===== config.mk =====
export PLATFORM = sky130hd
export DESIGN_NAME = fifo_reader
export DESIGN_NICKNAME = d
export VERILOG_FILES = /design/src/rtl/fifo_reader_skid.sv /design/src/rtl/fifo_reader.sv
export SDC_FILE = /design/constraint.sdc
export NUM_CORES = 1
export LEC_CHECK = 0
export CAP_MARGIN = 10
export CORE_ASPECT_RATIO = 1.1
export CORE_MARGIN = 1.5
export CORE_UTILIZATION = 50
export CTS_CLUSTER_DIAMETER = 100
export DETAILED_ROUTE_END_ITERATION = 6
export GPL_ROUTABILITY_DRIVEN = 0
export PLACE_DENSITY = 0.84
export SKIP_CTS_REPAIR_TIMING = 1
export SYNTH_ARGS = -nofsm -noshare
export SYNTH_HDL_FRONTEND = slang
export SYNTH_SLANG_ARGS = --single-unit

===== constraint.sdc =====
create_clock -name clk -period 2.14 [get_ports clk]
set_input_delay 0.428 -clock clk [delete_from_list [all_inputs] [get_ports clk]]
set_output_delay 0.428 -clock clk [all_outputs]
set_load 0.01 [all_outputs]

===== src/rtl/fifo_reader_skid.sv =====
`timescale 1ns/1ps
// fifo_reader_skid
// Circular queue holding words already read from the FIFO but not yet
// accepted by the downstream stream. The storage is cleared on reset, so
// head_data reads 0 while the queue is empty after reset.
//
// Ports
//   clk        clock, rising edge
//   rst_n      asynchronous active-low reset
//   push       write push_data at the tail this cycle
//   push_data  word to write
//   pop        remove the head entry this cycle (ignored when empty)
//   head_data  current head entry, straight from the storage registers
//   cnt        number of occupied entries
module fifo_reader_skid #(
  parameter int DATA_WIDTH = 8,
  parameter int DEPTH      = 3,
  parameter int PTR_W      = 2,
  parameter int CNT_W      = 2
) (
  input  logic                  clk,
  input  logic                  rst_n,
  input  logic                  push,
  input  logic [DATA_WIDTH-1:0] push_data,
  input  logic                  pop,
  output logic [DATA_WIDTH-1:0] head_data,
  output logic [CNT_W-1:0]      cnt
);

  logic [DATA_WIDTH-1:0] mem [DEPTH];
  logic [PTR_W-1:0]      head;
  logic [PTR_W-1:0]      tail;
  logic                  do_pop;

  // Pointers wrap at DEPTH, which need not be a power of two.
  function automatic logic [PTR_W-1:0] ptr_inc(input logic [PTR_W-1:0] p);
    return (p == PTR_W'(DEPTH - 1)) ? '0 : p + PTR_W'(1);
  endfunction

  assign do_pop = pop && (cnt != '0);

  always_ff @(posedge clk or negedge rst_n) begin
    if (!rst_n) begin
      head <= '0;
      tail <= '0;
      cnt  <= '0;
      for (int i = 0; i < DEPTH; i++) begin
        mem[i] <= '0;
      end
    end else begin
      if (push) begin
        mem[tail] <= push_data;
        tail      <= ptr_inc(tail);
      end
      if (do_pop) begin
        head <= ptr_inc(head);
      end
      // Simultaneous push and pop leaves the occupancy unchanged.
      case ({push, do_pop})
        2'b10:   cnt <= cnt + CNT_W'(1);
        2'b01:   cnt <= cnt - CNT_W'(1);
        default: cnt <= cnt;
      endcase
    end
  end

  assign head_data = mem[head];

endmodule


===== src/rtl/fifo_reader.sv =====
`timescale 1ns/1ps
// fifo_reader
// Drains a FIFO read port into a valid/ready stream. Reads are issued only
// while the local queue plus any in-flight read has room, so rd_en never
// depends on m_ready and the queue can never overflow.
//
// Parameters
//   DATA_WIDTH  width of data_rd / m_data
//   RD_BUFFER   0: data_rd valid in the rd_en cycle, 1: one cycle later
//   CNT_WIDTH   width of the delivered-word counter
//
// Ports
//   clk         clock, rising edge
//   rst_n       asynchronous active-low reset (release synchronised upstream)
//   fifo_empty  FIFO empty flag
//   data_rd     FIFO read data
//   rd_en       FIFO read request, one word per high cycle
//   m_data      stream data (queue head)
//   m_valid     stream valid
//   m_ready     stream ready
//   word_cnt    number of completed stream transfers, wraps
module fifo_reader #(
  parameter int DATA_WIDTH = 8,
  parameter int RD_BUFFER  = 1,
  parameter int CNT_WIDTH  = 16
) (
  input  logic                  clk,
  input  logic                  rst_n,
  input  logic                  fifo_empty,
  input  logic [DATA_WIDTH-1:0] data_rd,
  output logic                  rd_en,
  output logic [DATA_WIDTH-1:0] m_data,
  output logic                  m_valid,
  input  logic                  m_ready,
  output logic [CNT_WIDTH-1:0]  word_cnt
);

  localparam int BUF_DEPTH = 2 + RD_BUFFER;
  localparam int PTR_W     = $clog2(BUF_DEPTH);
  localparam int OCC_W     = $clog2(BUF_DEPTH + 1);

  logic             run;
  logic             infl;
  logic             push;
  logic             pop;
  logic [OCC_W-1:0] cnt;
  logic [OCC_W:0]   occ;

  // Holds rd_en low from reset assertion until the first edge after release.
  always_ff @(posedge clk or negedge rst_n) begin
    if (!rst_n) begin
      run <= 1'b0;
    end else begin
      run <= 1'b1;
    end
  end

  assign occ   = {1'b0, cnt} + {{OCC_W{1'b0}}, infl};
  assign rd_en = run && !fifo_empty && (occ < (OCC_W + 1)'(BUF_DEPTH));

  generate
    if (RD_BUFFER != 0) begin : g_rd_buffered
      // A read issued in one cycle returns its data during the next one;
      // infl marks that cycle and the word is captured at its closing edge,
      // regardless of what fifo_empty does meanwhile.
      always_ff @(posedge clk or negedge rst_n) begin
        if (!rst_n) begin
          infl <= 1'b0;
        end else begin
          infl <= rd_en;
        end
      end
      assign push = infl;
    end else begin : g_rd_direct
      assign infl = 1'b0;
      assign push = rd_en;
    end
  endgenerate

  assign m_valid = (cnt != '0);
  assign pop     = m_valid && m_ready;

  fifo_reader_skid #(
    .DATA_WIDTH (DATA_WIDTH),
    .DEPTH      (BUF_DEPTH),
    .PTR_W      (PTR_W),
    .CNT_W      (OCC_W)
  ) u_skid (
    .clk       (clk),
    .rst_n     (rst_n),
    .push      (push),
    .push_data (data_rd),
    .pop       (pop),
    .head_data (m_data),
    .cnt       (cnt)
  );

  always_ff @(posedge clk or negedge rst_n) begin
    if (!rst_n) begin
      word_cnt <= '0;
    end else if (pop) begin
      word_cnt <= word_cnt + CNT_WIDTH'(1);
    end
  end

endmodule


Word level (Yosys, flattened, before mapping). Index checks and enable logic that the tools add are counted.

$add $sub $neg: 6. $mul: 0. Div/mod/pow operators: 0. $lt $le $gt $ge: 4. Equality and inequality tests: 4. Shift-type cells: 0. Muxes and demuxes: 9. Bitwise gates (word level): 2. Reduce and logical (&&, ||, !) cells: 8.

Operators with widths (count): $bwmux W24 (1); $mux W8 (3); $add A16 B1 Y16 const B (1); $bmux W8 S2 (1); $demux W8 S2 (1); $add A2 B1 Y2 const B (3); $eq A2 B2 Y1 const B (3); $ge A3 B3 Y1 const B (2); $not A2 Y3 (2); $logic_and A1 B1 Y1 (5); $mux W2 (2); $pmux W2 S2 (1); $reduce_bool A2 Y1 (2); $add A2 B1 Y3 (1); $lt A3 B1 Y1 const B (1); $lt A3 B2 Y1 const B (1); $eq A2 B1 Y1 const B (1); $sub A2 B1 Y2 const B (1); $logic_not A1 Y1 (1).

Register bits after elaboration: 48. Latch bits: 0. Memory bits (writable): 0. ROM bits: 0. Bits of input ports: 12. Output and inout bits: 26. Word-level logic and storage cells: 42. Memories kept: 0.

Depth between registers and ports, before layout. Gate-level depths: netlist of the first run.

Depth in word-level cells: 6. Mapped depth: 7. Mapped depth without buffers: 7.

Cells and area by module. Synthesis of the first run repeated with hierarchy kept, for this count alone.

Cells, all modules: 171. Area total of the unflattened synthesis: 2189.6 um^2.

By module, submodules not included: fifo_reader_skid (times used 1, cells an instance 100, area an instance 1347.5 um^2, sequential area each 750.7 um^2); fifo_reader (times used 1, cells an instance 71, area an instance 842.1 um^2, sequential area each 450.4 um^2).

Worst setup path before layout of the first run. No wires, ideal clock.

Path kind: register to output. Start point: reg u_skid.cnt[0]. End point: out rd_en. Arrival: 1.654 ns. Data required time: 1.712 ns. Path slack: 0.058 ns. Stages on the path, launching flop included: 4. Path buffers: 0. Cells stage by stage: dfrtp_1 ha_1 ha_1 a2111oi_0.

Word-level cells in the longest chain between the ends: 3.

Ends and longest elaborated chain: from (decl) (RTL line fifo_reader_skid.sv:27) `output logic [CNT_W-1:0] cnt`; from (signal assigned) (RTL line fifo_reader_skid.sv:60) `2'b10: cnt <= cnt + CNT_W'(1);`; from (signal assigned) (RTL line fifo_reader_skid.sv:61) `2'b01: cnt <= cnt - CNT_W'(1);`; from (signal assigned) (RTL line fifo_reader_skid.sv:62) `default: cnt <= cnt;`; $add A2 B1 Y3 (RTL line fifo_reader.sv:58) `assign occ = {1'b0, cnt} + {{OCC_W{1'b0}}, infl};`; $lt A3 B2 Y1 (RTL line fifo_reader.sv:59) `assign rd_en = run && !fifo_empty && (occ < (OCC_W + 1)'(BUF_DEPTH));`; $logic_and A1 B1 Y1 (RTL line fifo_reader.sv:59); to (decl) (RTL line fifo_reader.sv:31) `output logic rd_en,`.

Every way passes these cells.

Worst setup path in the final report of the first run.
Start point: reg infl. End point: out rd_en.

Word-level cells in the longest chain between the ends: 3.

Ends and longest elaborated chain: from (decl) (RTL line fifo_reader.sv:43) `logic infl;`; from (signal assigned) (RTL line fifo_reader.sv:70) `infl <= rd_en;`; $add A2 B1 Y3 (RTL line fifo_reader.sv:58); $lt A3 B2 Y1 (RTL line fifo_reader.sv:59); $logic_and A1 B1 Y1 (RTL line fifo_reader.sv:59).

Every way passes these cells.

==> run_results.csv, run 1 <==
group,metric,value,unit
run,maxCapViolCount,0,
worst_setup_path,start_kind,"flop",
synth,ys.flop_type,"dfrtp_1",
worst_setup_path,cp_max_fo,2,
timing,finalSetupTns,0,ns
power,p_total,0.003689,W
routing,drt-initial-drc-count,77,
worst_setup_path,crit_required,1.71,ns
status,status,"finished, final reports clean",
cts,clkSinkCount,48,
worst_setup_path,crit_path_end_kind,"output pin",
floorplan,core.rowCount,24,
timing,fin_skew,0.002089,ns
layout,nets,238,
timing,tightest_slew,0.5940,ns
routing,vias,1417,
power,switching_share,33.20,%
placed_design,io_buffers,37,
timing,whs,0.2038,ns
floorplan,coreArea,4024,µm²
synth,synth_cell_types,28,
timing,min_period_over_period,99.12,%
cts,clock-root-buffer,"clkbuf_8",
synth,synth_top_area_share,56.34,%
power,seq_power_share,41.4,%
placed_design,dpl.hpwl,2698,µm
synth,syn_area,2132,µm²
synth,synth_most_common_cell,"dfrtp_1",
global_route,overflow,0,
floorplan,die_area,4665,µm²
timing,slew_violations,0,
power,intPower,0.002464,W
timing,setup-violations-final,0,
worst_setup_path,critPathTopFamily,"adder cells",
floorplan,start_util,52.99,%
layout,fillers,312,
power,power_leakage,1.317,nW
synth,synth_warnings,0,
routing,drcViolationCount,0,
worst_setup_path,cp_data_arrival_time,1.69,ns
synth,synth_async_sr_flop_share,100.0,%
synth,avgSynthCellArea,12.40,µm²
floorplan,ios,38,
global_route,antenna_found_initial,0,
synth,synth_area_leaders,"dfrtp_1 (56%), mux2_2 (13%), xnor2_1 (4.9%)",
routing,ant_nets,0,
layout,drive_gt1_share,24.66,%
global_route,busiest_layer,"met2",
power,power_density,1330,nW/µm²
timing,slew_headroom,60.40,%
cts,cts_made_buffers,5,
power,power_switching,0.001225,W
global_route,use_met2,32.99,%
cts,clock_path_buffers,2,
synth,ys_ff_latch,48,
timing,hold_violations,0,
power,p_comb_share,43.7,%
timing,rsz0062_at_grt,"true",
worst_setup_path,cp.buffers_inverters,2,
floorplan,die_x,65.26,µm
cts,clk_pin_slew,0.08,ns
timing,period_minus_slack,2.121,ns
synth,syn_nets,188,
routing,wirelength,4003,µm
timing,fmax,471.4,MHz
worst_setup_path,slowest_stage,"dfrtp_1",
routing,avgRoutedWirePerCell,14.56,µm
synth,synth_largest_area_cell,"dfrtp_1",
global_route,grt_max_degree,49,
worst_setup_path,cp_slowest_stage_delay,0.41,ns
global_route,met1_usage,23.91,%
floorplan,die_h,71.49,µm
worst_setup_path,worstPathCellList,"ha_2, ha_4, a2111oi_4, buf_4, clkbuf_2",
global_route,grt_util_all_layers,19.46,%
layout,antenna_cells,0,
worst_hold_path,hold_path.class,"in2async",
global_route,grt_use_met3,4.867,%
routing,dr.pass1.iters,3,
global_route,grt_pass1_vias,1525,
synth,ys_top_cells_by_count,"dfrtp_1 (48), mux2_2 (24), nand2_1 (19)",
routing,viasPerCell,5.153,
global_route,grt_pass1_wl,6934,µm
timing,finalWorstSetupSlack,0.01876,ns
cts,cts_tree,"built",
cts,worstSkewPairLatency,0.30,ns
synth,synth_edf_count,0,
layout,area_delta_synth_final,30.11,%
placed_design,place_ws,-0.2718,ns
cts,h-tree-depth,2,
synth,syn_inst,172,
synth,ys_seq_area_share,56.34,%
power,ir_worst_vdd,866.0,µV
power,p_clk_share,15.0,%
worst_setup_path,critical_path_class,"reg2out",
## power by group through the flow
stage	Combinational, W	Sequential, W	Clock (W)
2_1_floorplan	0.000832	0.00151	0
3_3_place_gp	0.00154	0.00152	0
3_5_place_dp	0.00158	0.00154	0
4_1_cts	0.00160	0.00152	0.000569
5_1_grt	0.00177	0.00157	0.000594
6_report	0.00161	0.00153	0.000552
## worst reg2reg max path, stage by stage (launching register included)
cell	delay, ns
dfrtp_1	0.42
buf_4	0.16
or2_2	0.30
nand2_1	0.09
inv_1	0.10
ha_1	0.31
nor2_1	0.13
xor2_1	0.16
## state kept, by name (all words and copies together), names as in the netlist
name         flops
u_skid.mem      24
u_skid.head      2
u_skid.tail      2
word_cnt        16
infl             1
u_skid.cnt       2
run              1
## per-layer routing
layer  vias up  part of all wire [%]
li1        689                     -
met1       690                    43
met2        32                    52
met3         6                   3.7
met4         0                   1.6
met5         -                     0
## stage by stage
step / instances / instance area [µm²] / utilization [%]
6_report: 275 / 2774 / 68.94
5_1_grt: 275 / 2774 / 68.94
4_1_cts: 274 / 2716 / 67.51
3_5_place_dp: 266 / 2624 / 65.21
3_3_place_gp: 266 / 2624 / 65.21
2_1_floorplan: 172 / 2132 / -
## path summary, 6_finish.rpt
kind / startpoint / end / slack (ns) / cells after the start
worst min-delay path: rst_n / word_cnt[13] / 0.20 / 2
worst max-delay path: infl / rd_en / 0.02 / 5
max in group asynchronous: rst_n / u_skid.head[0] / 1.51 / 2
worst max register to register: u_skid.cnt[1] / u_skid.cnt[1] / 0.40 / 7
worst min register to register: word_cnt[15] / word_cnt[15] / 0.48 / 1
min in group clk: word_cnt[15] / word_cnt[15] / 0.48 / 1
## placed cells by master (no fill, tap or decap)
cell type | Yosys | layout
nand3_1 | 6 | 6
and3_1 | 2 | 2
or4_4 | 1 | 1
nor2_1 | 5 | 5
buf_12 | 0 | 1
xor2_1 | 6 | 6
mux2_2 | 24 | 24
clkinv_2 | 0 | 2
nor3_4 | 1 | 1
nor2b_1 | 1 | 1
nand4_1 | 4 | 4
a2111oi_4 | 0 | 1
inv_1 | 5 | 5
ha_1 | 4 | 2
nor3_2 | 2 | 2
dfrtp_1 | 48 | 47
o211ai_2 | 1 | 1
or3_1 | 1 | 1
buf_2 | 0 | 1
nand2_1 | 19 | 19
a21o_1 | 2 | 2
mux2i_1 | 8 | 8
buf_4 | 0 | 10
ha_2 | 0 | 1
clkbuf_2 | 0 | 1
conb_1 | 1 | 1
clkdlybuf4s50_1 | 0 | 27
nor3_1 | 1 | 1
and4_1 | 1 | 1
dfrtp_2 | 0 | 1
ha_4 | 0 | 1
clkbuf_8 | 0 | 6
dlymetal6s2s_1 | 0 | 8
o21ai_0 | 10 | 10
or2_2 | 1 | 1
xnor2_1 | 12 | 12
## cells by family after synthesis
group | after synthesis | synth area share, %
compound gates | 14 | 4.049
simple gates | 45 | 11.15
other cells | 1 | 0.1759
xor+xnor | 18 | 7.394
buf+inv | 10 | 2.113
fa+ha+maj | 4 | 2.348
flops | 48 | 56.34
mux | 32 | 16.43
## layout make-up
class	instances	area, µm²	share of cell area [%]
Clock buffer	6	82.58	2.977
Inverter	5	18.77	0.6766
Sequential cell	48	1202	43.35
Multi-Input combinational cell	114	919.6	33.15
Timing Repair Buffer	48	475.5	17.14
Tap cell	52	65.06	2.346
Clock inverter	2	10.01	0.3608
(Power assumes the default switching activity.)
==> run 2, diff against run 1 <==
Settings changed: ABC_CLOCK_PERIOD_IN_PS set to 2140, SYNTH_HIERARCHICAL set to 1.
==> run 2 against run 1 <==
  * Critical path depth fell by 2
  * Wire length shrank 2.5%
  * Die area increased by 2.6%
  * Maximum frequency is 2.8% higher
  * Combinational power is essentially flat
  * Clock power rose by 15%
  * Core utilization down 1.6 points
  * Count of clock-buffer cells in the layout stayed put
  * Clock skew is 0.0020 ns higher
  * Worst setup slack improved by 0.057 ns
  * Global-route usage down 0.40 points
==> run_results.csv, run 2 <==
group,metric,value,unit
status,status,"finished, final reports clean",
worst_setup_path,critical_path_class,"reg2out",
timing,slew_headroom,64.75,%
floorplan,die_h,72.41,µm
worst_setup_path,cp_max_fo,4,
layout,fillers,326,
global_route,overflow,0,
floorplan,core.rowCount,25,
timing,min_period_over_period,96.47,%
worst_setup_path,reg2reg_depth,8,
synth,synth-simple-area-share,11.37,%
routing,dr.pass1.iters,4,
timing,rsz0062_at_grt,"false",
timing,period_minus_slack,2.064,ns
synth,ys_ff_latch,48,
timing,whs,0.09402,ns
cts,clock_path_buffers,2,
floorplan,start_util,51.47,%
synth,synth_largest_area_cell,"dfrtp_1",
routing,drcViolationCount,0,
layout,fin_cells,279,
worst_setup_path,start_kind,"flop",
cts,worstSkewPairLatency,0.30,ns
synth,synth_edf_count,0,
timing,slew_violations,0,
placed_design,placed_area,2686,µm²
layout,fin_util,67.38,%
layout,nets,240,
synth,muxShareOfSynthArea,17.89,%
layout,layout_common_cells,"dfrtp_1 (47), clkdlybuf4s50_1 (27), mux2_2 (17)",
worst_setup_path,worstPathCellList,"buf_4, or2_2, clkdlybuf4s50_1",
worst_setup_path,cp.buffers_inverters,2,
worst_setup_path,crit_path_end_kind,"output pin",
worst_setup_path,cp_slowest_stage_delay,0.48,ns
synth,synth_warnings,6,
worst_setup_path,cp_data_arrival_time,1.64,ns
layout,drive_gt1_share,27.11,%
global_route,grt_pass1_wl,6844,µm
routing,avgRoutedWirePerCell,13.99,µm
power,power_density,1319,nW/µm²
floorplan,coreArea,4254,µm²
routing,viasPerCell,5.158,
run,maxCapViolCount,0,
floorplan,die_area,4786,µm²
synth,syn_inst,171,
worst_setup_path,r2r-start,"u_skid/cnt[1]",
layout,design_area,2867,µm²
worst_hold_path,hold_path.class,"in2async",
timing,fmax,484.4,MHz
floorplan,ios,38,
synth,synth_compound_area_share,4.114,%
timing,fin_skew,0.004138,ns
synth,synth_top_family_by_area,"multiplexers",
routing,wirelength,3904,µm
cts,cts_tree,"built",
layout,regArea,1202,µm²
cts,clock-root-buffer,"clkbuf_8",
layout,top_register,"u_skid/mem",
synth,avgSynthCellArea,12.80,µm²
synth,synth-xor-area-share,7.200,%
routing,drt-initial-drc-count,53,
timing,tightest_slew,0.5287,ns
floorplan,die_x,66.10,µm
worst_setup_path,crit_required,1.71,ns
layout,final_common_cell,"dfrtp_1",
synth,synth_cell_types,33,
global_route,grt_pass1_vias,1494,
synth,ys.flop_type,"dfrtp_1",
layout,area_delta_synth_final,30.91,%
placed_design,io_buffers,37,
layout,largestRegisters,"u_skid/mem x24, word_cnt x16",
synth,synth_fa_ha_area_share,2.286,%
timing,hold_violations,0,
layout,largest_register_ffs,24,
routing,vias,1439,
placed_design,place_inst,268,
worst_setup_path,critPathTopFamily,"buffers and inverters",
layout,multi_input_area,975.9,µm²
cts,clkSinkCount,48,
synth,syn_nets,187,
worst_setup_path,crit_end,"m_valid",
worst_setup_path,reg2reg_slack,0.27,ns
worst_setup_path,critical_path_depth,3,
synth,synth_top_area_share,54.86,%
global_route,antenna_found_initial,0,
cts,clk_pin_slew,0.08,ns
timing,setup-violations-final,0,
worst_setup_path,crit_start,"u_skid/cnt[1]",
layout,antenna_cells,0,
power,power_leakage,1.358,nW
worst_setup_path,reg2reg_to,"u_skid/cnt[1]",
cts,cts_made_buffers,5,
cts,h-tree-depth,2,
synth,ys_seq_area_share,54.86,%
synth,ys_top_cells_by_count,"dfrtp_1 (48), mux2_2 (17), nand2_1 (16)",
power,ir_worst_vdd,746.7,µV
synth,synth_async_sr_flop_share,100.0,%
global_route,grt_util_all_layers,19.07,%
global_route,grt_max_degree,27,
synth,synth_most_common_cell,"dfrtp_1",
worst_setup_path,slowest_stage,"clkdlybuf4s50_1",
routing,ant_nets,0,
placed_design,dpl.hpwl,2813,µm
synth,synth_area_leaders,"dfrtp_1 (55%), mux2_2 (8.7%), xnor2_1 (5.6%)",
synth,syn_area,2190,µm²
-- run 2: cells by family (layout without fill, tap and decap cells) --
| logic type | after synthesis | after routing |
|---|---|---|
| AO/OA/AOI/OAI | 14 | 14 |
| XOR/XNOR | 18 | 18 |
| adder cells (fa/ha/maj) | 4 | 4 |
| buffers and inverters | 10 | 64 |
| flip-flops | 48 | 48 |
| multiplexers | 33 | 33 |
| other | 1 | 1 |
| AND/OR/NAND/NOR | 43 | 43 |
-- run 2: layout make-up --
type / count / area share, %
Sequential cell: 48 / 41.95
Multi-Input combinational cell: 113 / 34.05
Timing Repair Buffer: 50 / 17.11
Inverter: 6 / 0.7857
Tap cell: 54 / 2.357
Clock buffer: 6 / 2.532
Clock inverter: 2 / 1.222
-- run 2: worst min path at each step --
stage / from / to / slack (ns) / depth (start not counted)
after CTS: rst_n / u_skid/mem[10] / 0.11 / 1
after detailed placement: rst_n / u_skid/mem[9] / 0.44 / 1
after global routing: rst_n / u_skid/mem[9] / 0.11 / 1
after floorplan: rst_n / infl / 0.13 / 0
final: rst_n / u_skid/mem[9] / 0.09 / 1
after global placement: rst_n / u_skid/mem[9] / 0.44 / 1
-- run 2: per-stage QoR --
| step | setup slack [ns] | setup TNS, ns | power (W) |
|---|---|---|---|
| floorplan | 0.01946 | 0 | 0.002404 |
| finish | 0.07560 | 0 | 0.003780 |
| global placement | -0.2132 | -0.2132 | 0.003062 |
| global route | 0.02220 | 0 | 0.004046 |
| detailed placement | -0.2475 | -0.2475 | 0.003126 |
| CTS | -0.5996 | -2.056 | 0.003774 |
-- run 2: layer usage --
metal	track usage, %	vias to the layer above	share of wire (%)
li1	-	697	-
met1	23.66	716	44
met2	31.33	20	51
met3	6.512	6	3.7
met4	6.122	0	1.3
met5	0	-	0
-- run 2: where the power goes --
group	switching [W]	internal, W	total [W]	leakage, nW
clock	0.000289	0.000347	0.000636	0.0552
sequential	0.000258	0.00126	0.00152	0.588
combinational	0.000663	0.000962	0.00163	0.715
==> run 3, diff against run 2 <==
Settings changed: HOLD_SLACK_MARGIN set to 0.12.
==> run 3 against run 2 <==
  * Wire length about the same
  * Clock skew increased by 0.00064 ns
  * Register-to-register slack about the same
  * Core utilization increased by 0.24 points
  * Largest cell class unchanged
  * Highest routed layer unchanged
  * Maximum frequency about the same
  * Combinational power about the same
==> run_results.csv, run 3 (same netlist as run 2, synthesis figures left out) <==
group,metric,value,unit
placed_design,place_ws,-0.2475,ns
timing,hold_violations,0,
timing,slew_headroom,64.95,%
global_route,overflow,0,
timing,finalSetupTns,0,ns
routing,dr.pass1.iters,4,
timing,period_minus_slack,2.065,ns
routing,wirelength,3907,µm
power,ir_worst_vdd,748.0,µV
timing,setup-violations-final,0,
power,power_density,1314,nW/µm²
placed_design,place_inst,268,
placed_design,dpl.hpwl,2813,µm
layout,final_common_cell,"dfrtp_1",
worst_setup_path,reg2reg_to,"u_skid/cnt[1]",
worst_setup_path,start_kind,"flop",
layout,fin_cells,280,
cts,clock-root-buffer,"clkbuf_8",
routing,dr_wl_met3,157,µm
worst_setup_path,r2r-start,"u_skid/cnt[1]",
routing,wl_met1,1707,µm
global_route,grt_pass1_wl,6844,µm
run,maxCapViolCount,0,
global_route,grt_util_all_layers,19.07,%
worst_hold_path,hold_depth,1,
timing,tightest_slew,0.5258,ns
cts,clk_pin_slew,0.08,ns
layout,design_area,2877,µm²
floorplan,start_util,51.47,%
layout,layout_common_cells,"dfrtp_1 (47), clkdlybuf4s50_1 (27), mux2_2 (17)",
cts,h-tree-depth,2,
worst_setup_path,crit_required,1.71,ns
worst_setup_path,cp_data_arrival_time,1.64,ns
worst_setup_path,reg2reg_depth,8,
cts,cts_tree,"built",
routing,top_layer_used,"met4",
worst_hold_path,hold_path.class,"reg2reg",
layout,fin_util,67.62,%
power,power_leakage,1.362,nW
routing,avgRoutedWirePerCell,13.95,µm
global_route,grt_max_degree,27,
timing,slew_violations,0,
status,status,"finished, final reports clean",
floorplan,core.rowCount,25,
placed_design,io_buffers,37,
layout,largest_register_ffs,24,
layout,largestRegisters,"u_skid/mem x24, word_cnt x16",
placed_design,placed_area,2686,µm²
floorplan,die_area,4786,µm²
timing,fmax,484.4,MHz
cts,worstSkewPairLatency,0.30,ns
layout,area_delta_synth_final,31.37,%
layout,antenna_cells,0,
routing,viasPerCell,5.161,
routing,drt-initial-drc-count,53,
routing,drcViolationCount,0,
layout,top_register,"u_skid/mem",
timing,fin_skew,0.004774,ns
worst_hold_path,hold_path_end,"word_cnt[15]",
cts,cts_made_buffers,5,
routing,vias,1445,
timing,min_period_over_period,96.47,%
layout,drive_gt1_share,26.99,%
floorplan,die_h,72.41,µm
timing,finalWorstSetupSlack,0.07549,ns
cts,clock_path_buffers,2,
routing,ant_nets,0,
worst_setup_path,reg2reg_slack,0.27,ns
worst_setup_path,critical_path_class,"reg2out",
timing,rsz0062_at_grt,"false",
routing,met2_wirelength,1989,µm
floorplan,ios,38,
floorplan,die_x,66.10,µm
cts,clkSinkCount,48,
worst_setup_path,cp_max_fo,4,
layout,nets,241,
global_route,grt_pass1_vias,1494,
floorplan,coreArea,4254,µm²
worst_setup_path,crit_path_end_kind,"output pin",
worst_hold_path,min_from,"word_cnt[15]",
global_route,antenna_found_initial,0,
==> run 3: final cells by class <==
class,instances,area [µm²]
clock inverters,2,35.03
inverters,6,22.52
repair buffers,51,500.5
flip-flops and latches,48,1202
well taps,54,67.56
clock buffers,6,72.57
fillers,325,1378
multi-input cells,113,975.9
==> run 3: worst max-delay path, stage by stage (launching register included) <==
cell and delay (ns):
dfrtp_1 0.42, buf_4 0.17, or2_2 0.27, clkdlybuf4s50_1 0.48
==> run 3: how the worst max path moves through the flow <==
stage | start | to | slack (ns) | cells after the start
floorplan | u_skid/cnt[0] | rd_en | 0.02 | 3
global placement | infl | rd_en | -0.21 | 4
detailed placement | infl | rd_en | -0.25 | 4
CTS | infl | rd_en | -0.60 | 4
global route | u_skid/cnt[0] | m_valid | 0.02 | 3
finish | u_skid/cnt[1] | m_valid | 0.08 | 3
==> run 3: where the power goes <==
part	leakage (nW)	switching [W]	internal, W
logic	0.719	0.000663	0.000963
clock network	0.0552	0.000289	0.000347
registers	0.588	0.000258	0.00126
==> run 3: per-stage QoR <==
stage / hold WS (ns) / power [W]
after CTS: 0.1109 / 0.003774
after detailed placement: 0.4399 / 0.003126
final: 0.4765 / 0.003781
after global placement: 0.4383 / 0.003062
after floorplan: 0.1324 / 0.002404
after global routing: 0.5090 / 0.004048
==> run 3: layer usage <==
layer / vias up / track usage [%]
li1: 698 / -
met1: 719 / 23.66
met2: 22 / 31.33
met3: 6 / 6.512
met4: 0 / 6.122
met5: - / 0
